$ cat config.mk
export PLATFORM = sky130hd
export DESIGN_NAME = ahb_single_manager
export DESIGN_NICKNAME = d
export VERILOG_FILES = /design/src/rtl/ahb_single_manager.sv
export SDC_FILE = /design/constraint.sdc
export NUM_CORES = 1
export LEC_CHECK = 0
export CORE_MARGIN = 2
export CORE_UTILIZATION = 44
export CTS_CLUSTER_DIAMETER = 50
export CTS_CLUSTER_SIZE = 12
export DETAILED_ROUTE_END_ITERATION = 8
export PLACE_DENSITY = 0.91
export SLEW_MARGIN = 20
export SYNTH_ARGS = -nofsm -noshare
export SYNTH_HDL_FRONTEND = slang
export SYNTH_SLANG_ARGS = --single-unit
export TNS_END_PERCENT = 100
$ cat constraint.sdc
create_clock -name HCLK -period 1.6 [get_ports HCLK]
set_input_delay 0.32 -clock HCLK [delete_from_list [all_inputs] [get_ports HCLK]]
set_output_delay 0.32 -clock HCLK [all_outputs]
set_load 0.005 [all_outputs]
$ cat src/rtl/ahb_single_manager.sv
// AHB-Lite manager: client req/resp handshake -> pipelined SINGLE NONSEQ transfers (AHB_MGR_ALIGN_CHECK_EN traps misaligned requests).
// Latency: accept at edge N, address phase N+1, data phase N+2, RespValid N+3; one response per cycle when back-to-back.
// Backpressure: ReqReady drops on wait states with AP occupied and during ERROR; responses cannot be stalled.
module ahb_single_manager #(
    parameter int XLEN    = 64,
    parameter int PA_BITS = 56
) (
    input  logic                 HCLK,
    input  logic                 HRESETn,
    input  logic                 ReqValid,
    output logic                 ReqReady,
    input  logic                 ReqWrite,
    input  logic [PA_BITS-1:0]   ReqAddr,
    input  logic [2:0]           ReqSize,
    input  logic [XLEN-1:0]      ReqWData,
    input  logic [XLEN/8-1:0]    ReqStrb,
    output logic                 RespValid,
    output logic [XLEN-1:0]      RespRData,
    output logic                 RespErr,
    output logic [PA_BITS-1:0]   HADDR,
    output logic                 HWRITE,
    output logic [2:0]           HSIZE,
    output logic [2:0]           HBURST,
    output logic [1:0]           HTRANS,
    output logic [XLEN-1:0]      HWDATA,
    output logic [XLEN/8-1:0]    HWSTRB,
    input  logic [XLEN-1:0]      HRDATA,
    input  logic                 HREADY,
    input  logic                 HRESP
);
    localparam int SW = XLEN / 8;

    typedef enum logic {NORMAL = 1'b0, ERRHOLD = 1'b1} fsm_e;

    fsm_e                fsm_q, fsm_d;
    logic                ap_vld_q, ap_vld_d;
    logic                ap_local_q, ap_local_d;
    logic [PA_BITS-1:0]  ap_addr_q, ap_addr_d;
    logic                ap_write_q, ap_write_d;
    logic [2:0]          ap_size_q, ap_size_d;
    logic [XLEN-1:0]     ap_wdata_q, ap_wdata_d;
    logic [SW-1:0]       ap_strb_q, ap_strb_d;
    logic                dp_vld_q, dp_vld_d;
    logic                dp_local_q, dp_local_d;
    logic                dp_write_q, dp_write_d;
    logic [XLEN-1:0]     dp_wdata_q, dp_wdata_d;
    logic [SW-1:0]       dp_strb_q, dp_strb_d;
    logic                resp_vld_q, resp_vld_d;
    logic [XLEN-1:0]     resp_rdata_q, resp_rdata_d;
    logic                resp_err_q, resp_err_d;

    logic normal, hresp_eff, accept, advance, req_local;

`ifdef AHB_MGR_ALIGN_CHECK_EN
    logic [PA_BITS-1:0] align_mask;
    assign align_mask = ~({PA_BITS{1'b1}} << ReqSize);
    assign req_local  = |(ReqAddr & align_mask);
`else
    assign req_local  = 1'b0;
`endif

    // HRESP only matters while a real transfer occupies the data phase.
    assign normal    = (fsm_q == NORMAL);
    assign hresp_eff = HRESP & dp_vld_q & ~dp_local_q;
    assign ReqReady  = normal & ~hresp_eff & (~ap_vld_q | HREADY);
    assign accept    = ReqValid & ReqReady;
    assign advance   = normal & ~hresp_eff & HREADY;

    always_comb begin
        fsm_d      = fsm_q;
        ap_vld_d   = ap_vld_q;
        ap_local_d = ap_local_q;
        ap_addr_d  = ap_addr_q;
        ap_write_d = ap_write_q;
        ap_size_d  = ap_size_q;
        ap_wdata_d = ap_wdata_q;
        ap_strb_d  = ap_strb_q;
        dp_vld_d   = dp_vld_q;
        dp_local_d = dp_local_q;
        dp_write_d = dp_write_q;
        dp_wdata_d = dp_wdata_q;
        dp_strb_d  = dp_strb_q;

        if (advance) begin
            dp_vld_d   = ap_vld_q;
            dp_local_d = ap_local_q;
            dp_write_d = ap_write_q;
            dp_wdata_d = ap_wdata_q;
            dp_strb_d  = ap_strb_q;
            ap_vld_d   = 1'b0;
        end else if (HREADY) begin
            // Data phase retires on an error or out of ERRHOLD; AP stays put.
            dp_vld_d = 1'b0;
        end

        if (accept) begin
            ap_vld_d   = 1'b1;
            ap_local_d = req_local;
            ap_addr_d  = ReqAddr;
            ap_write_d = ReqWrite;
            ap_size_d  = ReqSize;
            ap_wdata_d = ReqWData;
            ap_strb_d  = ReqStrb;
        end

        if (normal && hresp_eff && !HREADY) begin
            fsm_d = ERRHOLD;
        end else if (!normal && HREADY) begin
            fsm_d = NORMAL;
        end

        resp_vld_d   = dp_vld_q & HREADY;
        resp_rdata_d = '0;
        resp_err_d   = 1'b0;
        if (resp_vld_d) begin
            if (dp_local_q) begin
                resp_err_d = 1'b1;
            end else begin
                resp_err_d = HRESP;
                if (!dp_write_q) resp_rdata_d = HRDATA;
            end
        end
    end

    always_ff @(posedge HCLK or negedge HRESETn) begin
        if (!HRESETn) begin
            fsm_q        <= NORMAL;
            ap_vld_q     <= 1'b0;
            ap_local_q   <= 1'b0;
            ap_addr_q    <= '0;
            ap_write_q   <= 1'b0;
            ap_size_q    <= '0;
            ap_wdata_q   <= '0;
            ap_strb_q    <= '0;
            dp_vld_q     <= 1'b0;
            dp_local_q   <= 1'b0;
            dp_write_q   <= 1'b0;
            dp_wdata_q   <= '0;
            dp_strb_q    <= '0;
            resp_vld_q   <= 1'b0;
            resp_rdata_q <= '0;
            resp_err_q   <= 1'b0;
        end else begin
            fsm_q        <= fsm_d;
            ap_vld_q     <= ap_vld_d;
            ap_local_q   <= ap_local_d;
            ap_addr_q    <= ap_addr_d;
            ap_write_q   <= ap_write_d;
            ap_size_q    <= ap_size_d;
            ap_wdata_q   <= ap_wdata_d;
            ap_strb_q    <= ap_strb_d;
            dp_vld_q     <= dp_vld_d;
            dp_local_q   <= dp_local_d;
            dp_write_q   <= dp_write_d;
            dp_wdata_q   <= dp_wdata_d;
            dp_strb_q    <= dp_strb_d;
            resp_vld_q   <= resp_vld_d;
            resp_rdata_q <= resp_rdata_d;
            resp_err_q   <= resp_err_d;
        end
    end

    assign HTRANS    = (ap_vld_q && normal && !ap_local_q) ? 2'b10 : 2'b00;
    assign HADDR     = ap_addr_q;
    assign HWRITE    = ap_write_q;
    assign HSIZE     = ap_size_q;
    assign HBURST    = 3'b000;
    assign HWDATA    = dp_wdata_q;
    assign HWSTRB    = dp_strb_q;
    assign RespValid = resp_vld_q;
    assign RespRData = resp_rdata_q;
    assign RespErr   = resp_err_q;
endmodule

==> reports/qor.csv, run 1 <==
stage,metric,value,unit
floorplan,die height,156,µm
worst_setup_path,cells along the critical path,"a21oi_2, buf_4, nand3_4, buf_12, buf_12, mux2_4",
cts,Root Buffer,clkbuf_16,
logic_synthesis,post-synthesis simple-gate area fraction,0.0444,
worst_setup_path,CP most frequent cell,buf_12,
routing,wire length per cell,21.2,µm
cts,Clock Pin Slew Worst Setup and Hold Paths,0.06,ns
logic_synthesis,Compound-Gate Fraction of Synth Area,0.00233,
worst_setup_path,worst path buffer plus inverter count,3,
floorplan,die area,0.0244,mm²
layout,n_diodes,0,
floorplan,Rows,55,
layout,number of fill cells,1480,
logic_synthesis,synthesized area,0.0102,mm²
timing,Final Skew,0.0289,ns
worst_setup_path,max incr delay on CP,0.41,ns
logic_synthesis,post-synthesis sequential area ratio,0.671,
layout,nets,1274,
worst_setup_path,Setup crit start kind,flop,
timing,WHS,0.264,ns
floorplan,top-level port count,405,
cts,CTS tree,done,
routing,met3 routed WL,2.70,mm
worst_setup_path,Crit Path Max Fanout,21,
global_route,first-pass GRT wire length,41.8,mm
routing,met2 routed WL,14.7,mm
logic_synthesis,Yosys reg bits,274,
global_route,initial antenna violation count,0,
timing,Max Fclk,0.560,GHz
pwr,leak pwr,0.00784,µW
layout,layout cells sized above 1,0.313,
worst_setup_path,CP arrival,2.20,ns
placed_design,IO buf count,400,
timing,Final Cycle Share,1.12,
logic_synthesis,Syn Inst Count,591,
routing,Pre-antenna DRT Iters,6,
pwr,Worst VDD drop,1.18,mV
global_route,largest net degree at the start of global routing,62,
timing,Final Setup Violations,205,
logic_synthesis,main combinational cell family by area after synthesis,multiplexers,
routing,met1 wire length,10.6,mm
layout,P&R area growth vs syn,57.5,%
logic_synthesis,syn_area_per_cell,17.3,µm²
floorplan,effective utilization at floorplan,0.450,
cts,Clock Latency Late Sink,0.55,ns
routing,max layer used,met4,
worst_setup_path,critical path class,reg -> reg,
routing,detailed-route DRC error count,0,
global_route,total global routing overflow,0,
timing,min cycle time layout,1.79,ns
floorplan,Core Area,0.0227,mm²
timing,final slew viol count,0,
layout,Layout Cells excl Fill,1373,
hold_path,worst hold path class,in -> async,
worst_setup_path,Critical Path RT,2.01,ns
cts,clock sink count,274,
timing,Final Hold Vio Count,0,
placed_design,DP Wirelength,19.6,mm
placed_design,Placer Congestion,0.758,
global_route,vias in the first global route,7418,
worst_setup_path,CP top delay family,buffers and inverters,
worst_setup_path,CP Capture Type,flop,
routing,DR iter-0 viols,238,
outcome,violated checks,setup timing,
worst_setup_path,CP max stage cell,dfrtp_1,
outcome,status,"finished, violations left",
global_route,total global-route track usage,0.222,
pwr,power per cell area,1700,mW/mm²
cts,CTS Buf Count,31,
routing,via/cell ratio,4.90,
placed_design,Placed Cells,1288,
routing,WL final,29.2,mm
routing,ANT nets after route,0,
run,MaxCap Viol Count,0,
timing,RSZ-0062 raised after global routing,yes,
cts,clock buffer depth,3,
logic_synthesis,"Distinct cells, synth",19,
logic_synthesis,post-synthesis adder-cell area fraction,0,
logic_synthesis,post-synthesis mux area share,0.255,
floorplan,Die W,156,µm
cts,CTS H-tree lvls,1,
timing,final worst slack,-0.187,ns
logic_synthesis,Synth Area in XOR/XNOR,0,
routing,Via Count,6722,
logic_synthesis,Synth Warn #,0,
==> final cells by class <==
class / count / area, µm² / share of cell area
Multi-Input combinational cell: 286 / 3160 / 0.197
Clock buffer: 38 / 852 / 0.0530
Tap cell: 285 / 357 / 0.0222
Clock inverter: 10 / 119 / 0.00739
Inverter: 2 / 7.51 / 0.000467
Sequential cell: 274 / 6860 / 0.427
Timing Repair Buffer: 478 / 4720 / 0.294
==> cells in the mapped netlist, drive strengths merged <==
library cell	number	area share
a21oi	1	0.00086
a22o	1	0.00086
and2	66	0.040
and3	1	0.00061
buf	27	0.023
clkbuf	6	0.0022
conb	1	0.00037
dfrtp	274	0.67
inv	2	0.00074
mux2	205	0.26
nand2	1	0.00037
nand2b	1	0.00061
nand3	1	0.00098
nor2	2	0.00074
nor2b	1	0.00061
o22ai	1	0.00061
==> power by group <==
| group | switching [µW] | internal (µW) | total [µW] | leakage (µW) |
|---|---|---|---|---|
| clock | 2770 | 4060 | 6820 | 0.000475 |
| combinational | 3290 | 6060 | 9350 | 0.00403 |
| sequential | 1450 | 9640 | 11100 | 0.00334 |
| total | 7500 | 19800 | 27300 | 0.00784 |
==> per-stage QoR <==
step	utilization	setup WS, ns	cell area [µm²]	TNS (ns)	total power, µW
5_1_grt	0.708	-0.224	16100	-30.01	28600
3_3_place_gp	0.653	-0.418	14800	-69.88	20400
6_report	0.708	-0.187	16100	-20.72	27300
3_5_place_dp	0.653	-0.434	14800	-75.79	20900
4_1_cts	0.694	-0.131	15800	-0.735	26900
2_1_floorplan	-	0.162	10200	0	15100
==> flip-flops by register name, indices dropped and copies added, names as in the netlist <==
| register | cells |
|---|---|
| RespValid | 1 |
| HWRITE | 1 |
| HWDATA | 64 |
| fsm_q | 1 |
| ap_wdata_q | 64 |
| ap_strb_q | 8 |
| ap_vld_q | 1 |
| dp_vld_q | 1 |
| dp_write_q | 1 |
| HADDR | 56 |
| RespRData | 64 |
| HSIZE | 3 |
| RespErr | 1 |
| HWSTRB | 8 |
==> path summary, 6_finish.rpt <==
check	startpoint	endpoint	slack, ns	cells past startpoint
max	dp_vld_q$_DFFE_PN0P_	HADDR[50]$_DFFE_PN0P_	-0.19	6
min	HRESETn	RespErr$_DFF_PN0_	0.26	2
max reg2reg	dp_vld_q$_DFFE_PN0P_	HADDR[50]$_DFFE_PN0P_	-0.19	6
min reg2reg	ap_wdata_q[22]$_DFFE_PN0P_	HWDATA[22]$_DFFE_PN0P_	0.50	1
max in group asynchronous	HRESETn	ap_strb_q[6]$_DFFE_PN0P_	0.73	3
min in group HCLK	HRDATA[5]	RespRData[5]$_DFF_PN0_	0.32	2
==> per-layer routing <==
layer	track usage	vias up
met1	0.239	3348
met5	0	-
met3	0.0842	70
met4	0.0869	0
met2	0.394	329
li1	-	2975
==> repair_timing <==
| item | 4_1_cts | 5_1_grt |
|---|---|---|
| resized for setup | 211 | 29 |
| hold buffers | 1 | 0 |
| endpoints found under the hold margin | 92 | 0 |
| buffers inserted | 24 | 3 |
| cloned | 0 | 9 |
| endpoints found under the setup margin | 218 | 161 |
| pin swaps | 2 | 2 |
==> kinds of logic (layout without fill, tap and decap cells) <==
| family | Yosys count | after routing |
|---|---|---|
| buffers and inverters | 35 | 528 |
| DFF | 274 | 274 |
| and+or+nand+nor | 73 | 74 |
| AOI/OAI and AO/OA | 3 | 3 |
| other | 1 | 4 |
| muxes | 205 | 205 |
==> placed cells by master, fill, tap and decap left out, types with 2 or more instances in the layout <==
master	Yosys	final
clkinvlp_4	0	2
clkbuf_1	6	2
buf_6	14	12
clkdlybuf4s50_1	0	199
buf_16	0	2
mux2_4	80	80
mux2_2	125	125
bufinv_16	0	2
conb_1	1	4
buf_12	0	12
dfrtp_1	274	273
buf_8	0	6
and2_1	66	65
clkinv_2	0	3
nand2_8	0	2
dlygate4sd2_1	0	196
clkbuf_16	0	37
clkdlybuf4s15_1	0	2
buf_4	5	41
clkbuf_8	0	5
(Power assumes the default switching activity.)
==> run 2, diff against run 1 <==
- CORE_AREA: not set -> 2 2 159 161
- CORE_MARGIN: 2 -> not set
- CORE_UTILIZATION: 44 -> not set
- DIE_AREA: not set -> 0 0 161 163
- PLACE_DENSITY: 0.91 -> 0.87
- clock period: 1.6 -> 2.14 ns (I/O delays scaled with it)
==> reports/qor.csv, run 2 (synthesis gave the netlist of run 1 again) <==
stage,metric,value,unit,change
outcome,status,"complete, no violations",,"was finished, violations left"
timing,Worst-Margin Slew,0.502,ns,
worst_setup_path,max incr delay on CP,0.52,ns,was 0.41 ns
pwr,power per cell area,1320,mW/mm²,was 1700 mW/mm²
layout,register area,0.00686,mm²,about the same
worst_setup_path,CP arrival,1.55,ns,was 2.20 ns
hold_path,worst min-delay path endpoint,RespErr$_DFF_PN0_,,
layout,"leading cell type in the layout, fill and taps excluded",clkdlybuf4s50_1,,was dfrtp_1
routing,DR iter-0 viols,317,,was 238
run,MaxCap Viol Count,0,,unchanged
layout,layout cells sized above 1,0.282,,was 0.313
pwr,Switching Power,5420,µW,was 7500 µW
cts,Root Buffer,clkbuf_16,,unchanged
global_route,total global routing overflow,0,,unchanged
hold_path,hold_sp,HRESP,,
pwr,Cell Int Power,15500,µW,"was 19,800 µW"
timing,Final Skew,0.0122,ns,was 0.0289 ns
cts,CTS Buf Count,34,,was 31
timing,WHS,0.411,ns,was 0.264 ns
placed_design,DP Wirelength,19.4,mm,was 19.6 mm
worst_setup_path,length in cells of the worst reg-to-reg path,6,,unchanged
floorplan,top-level port count,405,,unchanged
timing,Final Cycle Share,0.926,,
worst_setup_path,CP max stage cell,clkdlybuf4s50_1,,was dfrtp_1
timing,total negative slack,0,ns,was -20.72 ns
pwr,Worst VDD drop,0.885,mV,was 1.18 mV
pwr,total power,20900,µW,"was 27,300 µW"
layout,post-route cell area,0.0159,mm²,was 0.0161 mm²
timing,Final Setup Violations,0,,was 205
worst_setup_path,Setup crit start kind,flop,,unchanged
timing,min cycle time layout,1.98,ns,
worst_setup_path,cells along the critical path,"inv_1, nor2_1, clkdlybuf4s50_1",,"was a21oi_2, buf_4, nand3_4, buf_12, buf_12, mux2_4"
placed_design,Setup WS pre-CTS,-0.0387,ns,was -0.434 ns
placed_design,IO buf count,400,,unchanged
worst_setup_path,critical path class,reg -> out,,was reg -> reg
cts,Clock Pin Slew Worst Setup and Hold Paths,0.05,ns,was 0.06 ns
routing,via/cell ratio,4.68,,was 4.90
routing,Pre-antenna DRT Iters,4,,was 6
global_route,total global-route track usage,0.205,,was 0.222
hold_path,worst hold path class,in -> reg,,was in -> async
pwr,sw frac,0.259,,was 0.275
routing,wire length per cell,19.3,µm,was 21.2 µm
global_route,initial antenna violation count,0,,unchanged
placed_design,DP Area,0.0148,mm²,about the same
floorplan,effective utilization at floorplan,0.414,,was 0.450
routing,Via Count,6455,,"was 6,722"
cts,Clock Latency Late Sink,0.49,ns,was 0.55 ns
worst_setup_path,Reg-to-Reg End,HADDR[14]$_DFFE_PN0P_,,was HADDR[50]$_DFFE_PN0P_
cts,clock buffer depth,3,,unchanged
timing,Max Fclk,0.505,GHz,
layout,nets,1233,,"was 1,274"
routing,detailed-route DRC error count,0,,unchanged
worst_setup_path,CP Capture Type,primary output,,was flop
layout,most frequent cells in the layout,"clkdlybuf4s50_1, dfrtp_1, mux2_2",,"was dfrtp_1, clkdlybuf4s50_1, dlygate4sd2_1"
floorplan,Die W,161,µm,was 156 µm
layout,n_diodes,0,,unchanged
global_route,largest net degree at the start of global routing,65,,was 62
layout,P&R area growth vs syn,55.9,%,was 57.5%
worst_setup_path,Crit Path Max Fanout,3,,was 21
cts,CTS H-tree lvls,2,,was 1
worst_setup_path,Critical R2R Launch,dp_vld_q$_DFFE_PN0P_,,unchanged
global_route,met1 usage,0.227,,was 0.239
cts,clock sink count,274,,unchanged
routing,WL final,26.6,mm,was 29.2 mm
cts,CTS tree,done,,unchanged
hold_path,Worst Hold Depth,2,,
pwr,Clk pwr share,0.260,,was 0.250
layout,footprint of the multi-input gates,0.00312,mm²,was 0.00316 mm²
timing,final slew viol count,0,,unchanged
global_route,met3 Use GR,0.0840,,was 0.0842
pwr,Flop pwr share,0.398,,was 0.407
floorplan,Core Area,0.0247,mm²,was 0.0227 mm²
timing,Slew HR,0.665,,
floorplan,die area,0.0262,mm²,was 0.0244 mm²
timing,RSZ-0062 raised after global routing,no,,was yes
worst_setup_path,CP top delay family,buffers and inverters,,unchanged
worst_setup_path,Critical Path RT,1.71,ns,was 2.01 ns
worst_setup_path,worst path buffer plus inverter count,2,,was 3
floorplan,die height,163,µm,was 156 µm
timing,Final Hold Vio Count,0,,unchanged
worst_setup_path,R2R setup slack,0.44,ns,was -0.19 ns
global_route,first-pass GRT wire length,41.2,mm,was 41.8 mm
pwr,leak pwr,0.00711,µW,was 0.00784 µW
layout,number of fill cells,1746,,"was 1,480"
global_route,vias in the first global route,6986,,"was 7,418"
global_route,met2 GRT Util,0.359,,was 0.394
placed_design,Placer Congestion,0.824,,was 0.758
pwr,combinational power share,0.342,,was 0.343
routing,ANT nets after route,0,,unchanged
global_route,GR peak layer,met2,,unchanged
timing,final worst slack,0.158,ns,was -0.187 ns
floorplan,Rows,58,,was 55
==> run 2: through the flow <==
step           utilization  cells
2_1_floorplan            -    594
3_3_place_gp         0.601   1324
3_5_place_dp         0.601   1324
4_1_cts              0.645   1380
5_1_grt              0.645   1380
6_report             0.645   1380
==> run 2: cell type report <==
type                    count  area share
flip-flops and latches    274       0.431
clock inverters            14     0.00920
repair buffers            435       0.280
multi-input cells         285       0.196
well taps                 330      0.0259
clock buffers              40      0.0575
inverters                   2    0.000472
==> run 2: how the worst max path moves through the flow <==
stage                          from                    to  slack, ns  cells after the start
3_3_place_gp                  HRESP              ReqReady       0.03                      4
4_1_cts        ap_vld_q$_DFFE_PN0P_             HTRANS[1]       0.15                      3
6_report       ap_vld_q$_DFFE_PN0P_             HTRANS[1]       0.16                      3
3_5_place_dp                  HRESP              ReqReady      -0.04                      4
2_1_floorplan                 HRESP  HADDR[0]$_DFFE_PN0P_       0.69                      5
5_1_grt        ap_vld_q$_DFFE_PN0P_             HTRANS[1]       0.06                      3
==> run 2: power groups by stage <==
stage | Combinational [µW] | Clock, µW | Sequential [µW]
6_report | 7170 | 5450 | 8330
5_1_grt | 7610 | 5860 | 8570
4_1_cts | 7270 | 5580 | 8350
3_5_place_dp | 7190 | 0 | 8400
3_3_place_gp | 6980 | 0 | 8270
2_1_floorplan | 3020 | 0 | 8250
==> run 2: routing by layer <==
metal  vias to the layer above  share of wire  routed length [µm]
li1                       2885              -                   -
met4                         0          0.028                 742
met3                        46           0.10                2720
met1                      3218           0.36                9620
met2                       306           0.51               13600
met5                         -              0                   0
==> run 2: repair_timing <==
item                       CTS  global route
setup endpoints to repair    1             0
buffers inserted             1             0
hold buffers                 1             0
hold endpoints to repair    48             0
resized for setup            3             0
==> run 3, diff against run 2 <==
- CORE_AREA: 2 2 159 161 -> not set
- CORE_ASPECT_RATIO: not set -> 0.5
- CORE_MARGIN: not set -> 2
- CORE_UTILIZATION: not set -> 45
- DIE_AREA: 0 0 161 163 -> not set
- PLACE_DENSITY: 0.87 -> 0.93
==> reports/qor.csv, run 3 (synthesis gave the netlist of run 1 again) <==
stage,metric,value,unit,change
cts,clock sink count,274,,unchanged
routing,detailed-route DRC error count,0,,unchanged
worst_setup_path,CP arrival,1.58,ns,was 1.55 ns
global_route,initial antenna violation count,2,,was 0
timing,Worst-Margin Slew,0.520,ns,was 0.502 ns
floorplan,effective utilization at floorplan,0.465,,was 0.414
timing,final worst slack,0.130,ns,was 0.158 ns
floorplan,top-level port count,405,,unchanged
timing,final slew viol count,0,,unchanged
pwr,power per cell area,1270,mW/mm²,was 1320 mW/mm²
cts,Clock Pin Slew Worst Setup and Hold Paths,0.06,ns,was 0.05 ns
layout,most frequent cells in the layout,"clkdlybuf4s50_1, dfrtp_1, mux2_2",,unchanged
cts,CTS Buf Count,26,,was 34
timing,RSZ-0062 raised after global routing,no,,unchanged
cts,Root Buffer,clkbuf_16,,unchanged
global_route,vias in the first global route,7226,,"was 6,986"
hold_path,worst hold path class,in -> async,,was in -> reg
routing,Pre-antenna DRT Iters,4,,unchanged
worst_setup_path,cells along the critical path,"clkdlybuf4s50_1, nand2b_1, and2_1, dlygate4sd2_1",,"was inv_1, nor2_1, clkdlybuf4s50_1"
timing,Max Fclk,0.498,GHz,was 0.505 GHz
global_route,largest net degree at the start of global routing,65,,unchanged
worst_setup_path,R2R setup slack,0.49,ns,was 0.44 ns
floorplan,die area,0.0240,mm²,was 0.0262 mm²
pwr,total power,19500,µW,"was 20,900 µW"
pwr,Worst VDD drop,0.846,mV,was 0.885 mV
routing,wire length per cell,21.6,µm,was 19.3 µm
outcome,status,"complete, no violations",,unchanged
worst_setup_path,CP max stage cell,clkdlybuf4s50_1,,unchanged
pwr,leak pwr,0.00684,µW,was 0.00711 µW
placed_design,DP Area,0.0146,mm²,was 0.0148 mm²
cts,CTS H-tree lvls,1,,was 2
timing,min cycle time layout,2.01,ns,was 1.98 ns
worst_setup_path,worst path buffer plus inverter count,2,,unchanged
cts,Clock Latency Late Sink,0.53,ns,was 0.49 ns
worst_setup_path,critical path class,in -> out,,was reg -> out
worst_setup_path,CP top delay family,buffers and inverters,,unchanged
worst_setup_path,Crit Path Max Fanout,2,,was 3
worst_setup_path,Critical Path RT,1.71,ns,about the same
timing,Final Skew,0.0135,ns,was 0.0122 ns
worst_setup_path,CP Capture Type,primary output,,unchanged
timing,Final Setup Violations,0,,unchanged
layout,post-route cell area,0.0153,mm²,was 0.0159 mm²
timing,Final Hold Vio Count,0,,unchanged
floorplan,Rows,38,,was 58
global_route,total global-route track usage,0.237,,was 0.205
layout,layout cells sized above 1,0.253,,was 0.282
global_route,total global routing overflow,0,,unchanged
routing,ANT nets after route,0,,unchanged
timing,total negative slack,0,ns,unchanged
placed_design,DP Wirelength,21.0,mm,was 19.4 mm
cts,clock buffer depth,3,,unchanged
layout,nets,1208,,"was 1,233"
placed_design,Placer Congestion,0.927,,was 0.824
floorplan,die height,111,µm,was 163 µm
cts,CTS tree,done,,unchanged
floorplan,Die W,217,µm,was 161 µm
routing,Via Count,6394,,"was 6,455"
routing,via/cell ratio,4.89,,was 4.68
worst_setup_path,max incr delay on CP,0.48,ns,was 0.52 ns
placed_design,IO buf count,400,,unchanged
placed_design,Setup WS pre-CTS,-0.118,ns,was -0.0387 ns
layout,P&R area growth vs syn,50.3,%,was 55.9%
cts,"Setup Fix Bufs, Post-CTS",0,,was 1
run,MaxCap Viol Count,0,,unchanged
layout,"leading cell type in the layout, fill and taps excluded",clkdlybuf4s50_1,,unchanged
timing,Final Cycle Share,0.939,,was 0.926
routing,WL final,28.2,mm,was 26.6 mm
routing,DR iter-0 viols,321,,was 317
worst_setup_path,Setup crit start kind,input pin,,was flop
floorplan,Core Area,0.0220,mm²,was 0.0247 mm²
layout,final core utilization,0.699,,was 0.645
timing,Slew HR,0.653,,was 0.665
global_route,first-pass GRT wire length,43.2,mm,was 41.2 mm
-- run 3: where the power goes --
| group | total (µW) | switching [µW] | internal, µW |
|---|---|---|---|
| Sequential | 8350 | 1140 | 7210 |
| Combinational | 7090 | 2220 | 4880 |
| Clock | 4050 | 1810 | 2240 |
| Total | 19500 | 5160 | 14300 |
-- run 3: per-layer routing --
metal / share of wire / global-route usage
met1: 0.36 / 0.267
met2: 0.52 / 0.414
met3: 0.056 / 0.0515
met4: 0.065 / 0.140
met5: 0 / 0
-- run 3: worst paths after layout --
kind / start / end / cells past startpoint
worst max-delay path: HREADY / ReqReady / 4
worst min-delay path: HRESETn / HADDR[14]$_DFFE_PN0P_ / 2
worst max register to register: dp_vld_q$_DFFE_PN0P_ / HADDR[24]$_DFFE_PN0P_ / 5
worst min register to register: ap_wdata_q[33]$_DFFE_PN0P_ / ap_wdata_q[33]$_DFFE_PN0P_ / 1
max in group asynchronous: HRESETn / HWDATA[34]$_DFFE_PN0P_ / 3
min in group HCLK: HRDATA[7] / RespRData[7]$_DFF_PN0_ / 2
-- run 3: layout make-up --
class | count | area, µm²
sequential | 274 | 6860
fill | 1417 | 6620
timing repair buffer | 418 | 4300
multi-input combinational | 285 | 3120
clock buffer | 28 | 689
tap | 300 | 375
inverter | 2 | 7.51
antenna | 1 | 2.50
-- run 3: repair_timing --
item,in CTS,in global routing
endpoints found under the setup margin,1,1
resized for setup,1,1
hold buffers,1,0
endpoints found under the hold margin,56,0
-- run 3: through the flow --
step	instances	hold slack [ns]
2_1_floorplan	594	0.132
6_report	1308	0.448
3_5_place_dp	1278	0.419
3_3_place_gp	1278	0.409
5_1_grt	1308	0.446
4_1_cts	1307	0.428
==> variant (config.mk and constraints of run 1) <==
`PA_BITS`: 56 -> 28.
--- a/src/rtl/ahb_single_manager.sv
+++ b/src/rtl/ahb_single_manager.sv
@@ -4,5 +4,5 @@
 module ahb_single_manager #(
     parameter int XLEN    = 64,
-    parameter int PA_BITS = 56
+    parameter int PA_BITS = 28
 ) (
     input  logic                 HCLK,
Interface: changed (resized HADDR and ReqAddr); port bits go from 405 to 349. No check against the original RTL was run, so the function may have changed too.
==> variant against run 1 <==
The flow still finishes with violations (negative setup slack); total power shrank 14%; cell area shrank 13%; combinational power shrank 19%; area after synthesis shrank 11%; clock skew shrank 0.0081 ns; setup slack gained 0.13 ns; wire length shrank 18%; non-clock buffer count shrank 91; sequential cell count shrank 28; register-to-register slack gained 0.17 ns; synthesized cell count shrank 10%; core utilization shrank 1.7 points.
==> variant: results (changes against run 1) <==
[routing]
routed_via_density=4.700  ; -4.0%
drt_iter0_markers=137  ; -42%
routedWlPerCell_um=19.88  ; -6.5%
dr.pass1.iters=4  ; -2

[hold_path]
hold_class=in -> async

[global_routing]
grt_pass1_vias=6379  ; -14%
antenna_found_initial=1  ; +1
track_usage_pct=21.11  ; -1.1 points
grt_pass1_wl_mm=35.56  ; -15%
grt_max_degree=66  ; +6.5%

[setup_path]
r2r_slack_ns=-0.02  ; +0.17 ns
cp_max_fo=2  ; -90%
cp.arrival_ns=1.34  ; -0.86 ns

[logic_synthesis]
synth_common_cells=dfrtp_1, mux2_2, and2_1, mux2_4, buf_6
synthCells=532  ; -10%
yosysSeqAreaShare_pct=67.70  ; +0.55 points
synth_cell_types=19  ; unchanged
netlist_top_cells_area=dfrtp_1, mux2_2, mux2_4, and2_1, buf_6

[outcome]
status=finished, violations left
violations=negative setup slack

[clocking]
htree_levels=1  ; unchanged
clk_pin_slew_ns=0.06  ; about the same
cts_made_buffers=28  ; -9.7%
clock_latency_ns=0.53  ; -0.02 ns

[sta]
setup_ws_ns=-0.06144  ; +0.1255 ns
skew_ns=0.02087  ; -0.008063 ns
setup_viol=18  ; -91%

[place]
gp_congestion=0.7682  ; +1.3%
placedInstanceArea_mm2=0.01298  ; -12%
post-place-cells=1140  ; -11%
dpl_worst_slack_ns=-0.3860  ; +0.04835 ns
io_buffer_count=344  ; -14%
detailed_place_hpwl_mm=15.97  ; -19%

[finish]
fill_cells=1348  ; -8.9%
final_nets=1095  ; -14%
drive_gt1_share_pct=29.03  ; -2.3 points
layout.cells.non_filler=1208  ; -12%

[power_and_ir_drop]
power_density_mw_per_mm2=1682  ; -0.77%
power_leakage_nw=6.814  ; -13%
ir_drop_v=0.001225  ; +3.7%

variant: changes by cell type in the layout (fill, tap and decap cells not counted), sizes merged, moves of 4 or more:
cell,delta
clkbuf,-4
dfrtp,-28
mux2,-28
clkdlybuf4s50,-28
buf,-35
dlygate4sd2,-26
variant: layout make-up:
class,instances,share of cell area [%]
Sequential cell,246,44.03
Clock inverter,11,0.8324
Timing Repair Buffer,387,27.49
Antenna cell,1,0.01790
Tap cell,270,2.417
Multi-Input combinational cell,257,19.62
Inverter,2,0.05370
Clock buffer,34,5.540
variant: worst paths after layout:
path / to / depth (start not counted) / start
max: ReqReady / 4 / ap_vld_q
min: ap_wdata_q[37] / 2 / HRESETn
max reg2reg: HADDR[12] / 7 / ap_vld_q
min reg2reg: HWDATA[50] / 1 / HWDATA[50]
max in group asynchronous: RespRData[2] / 3 / HRESETn
min in group HCLK: RespRData[38] / 2 / HRDATA[38]
variant: timing repair:
action                     in CTS  in global routing
cloned                          0                  8
hold endpoints to repair      129                  0
setup endpoints to repair     172                 56
setup buffers                  12                  1
pin swaps                       1                  1
hold buffers                    1                  0
resized for setup             183                  4
variant: kinds of logic (layout without fill, tap and decap cells):
logic type             after synthesis  after routing  share of synthesized area (%)
AND/OR/NAND/NOR                     73             73                          4.982
buffers and inverters               32            434                          2.615
multiplexers                       177            177                          24.40
AO/OA/AOI/OAI                        3              3                         0.2615
flip-flops                         246            246                          67.70
other                                1              5                        0.04124
variant: worst max-delay path: stages, from the launching register on:
cell,delay (ns)
dfrtp_1,0.40
buf_6,0.13
nand2b_4,0.06
and2_4,0.14
buf_6,0.09
variant: per-layer routing:
| metal | global-route usage [%] | up-vias | share of wire [%] |
|---|---|---|---|
| li1 | - | 2577 | - |
| met1 | 23.72 | 2801 | 37 |
| met2 | 37.47 | 256 | 52 |
| met3 | 7.160 | 44 | 8.7 |
| met4 | 7.452 | 0 | 3.1 |
| met5 | 0 | - | 0 |
variant: through the flow:
step                      setup TNS [ns]  hold slack [ns]
after floorplan                        0          0.02441
after global placement            -53.29           0.2010
after detailed placement          -59.85           0.1968
after CTS                       -0.05350           0.2516
after global routing              -1.801           0.2600
final                            -0.2236           0.2582
variant: where the power goes:
| group | internal (W) | switching (W) |
|---|---|---|
| combinational | 0.00489 | 0.00264 |
| clock | 0.00373 | 0.00244 |
| sequential | 0.00860 | 0.00123 |
| total | 0.0172 | 0.00630 |
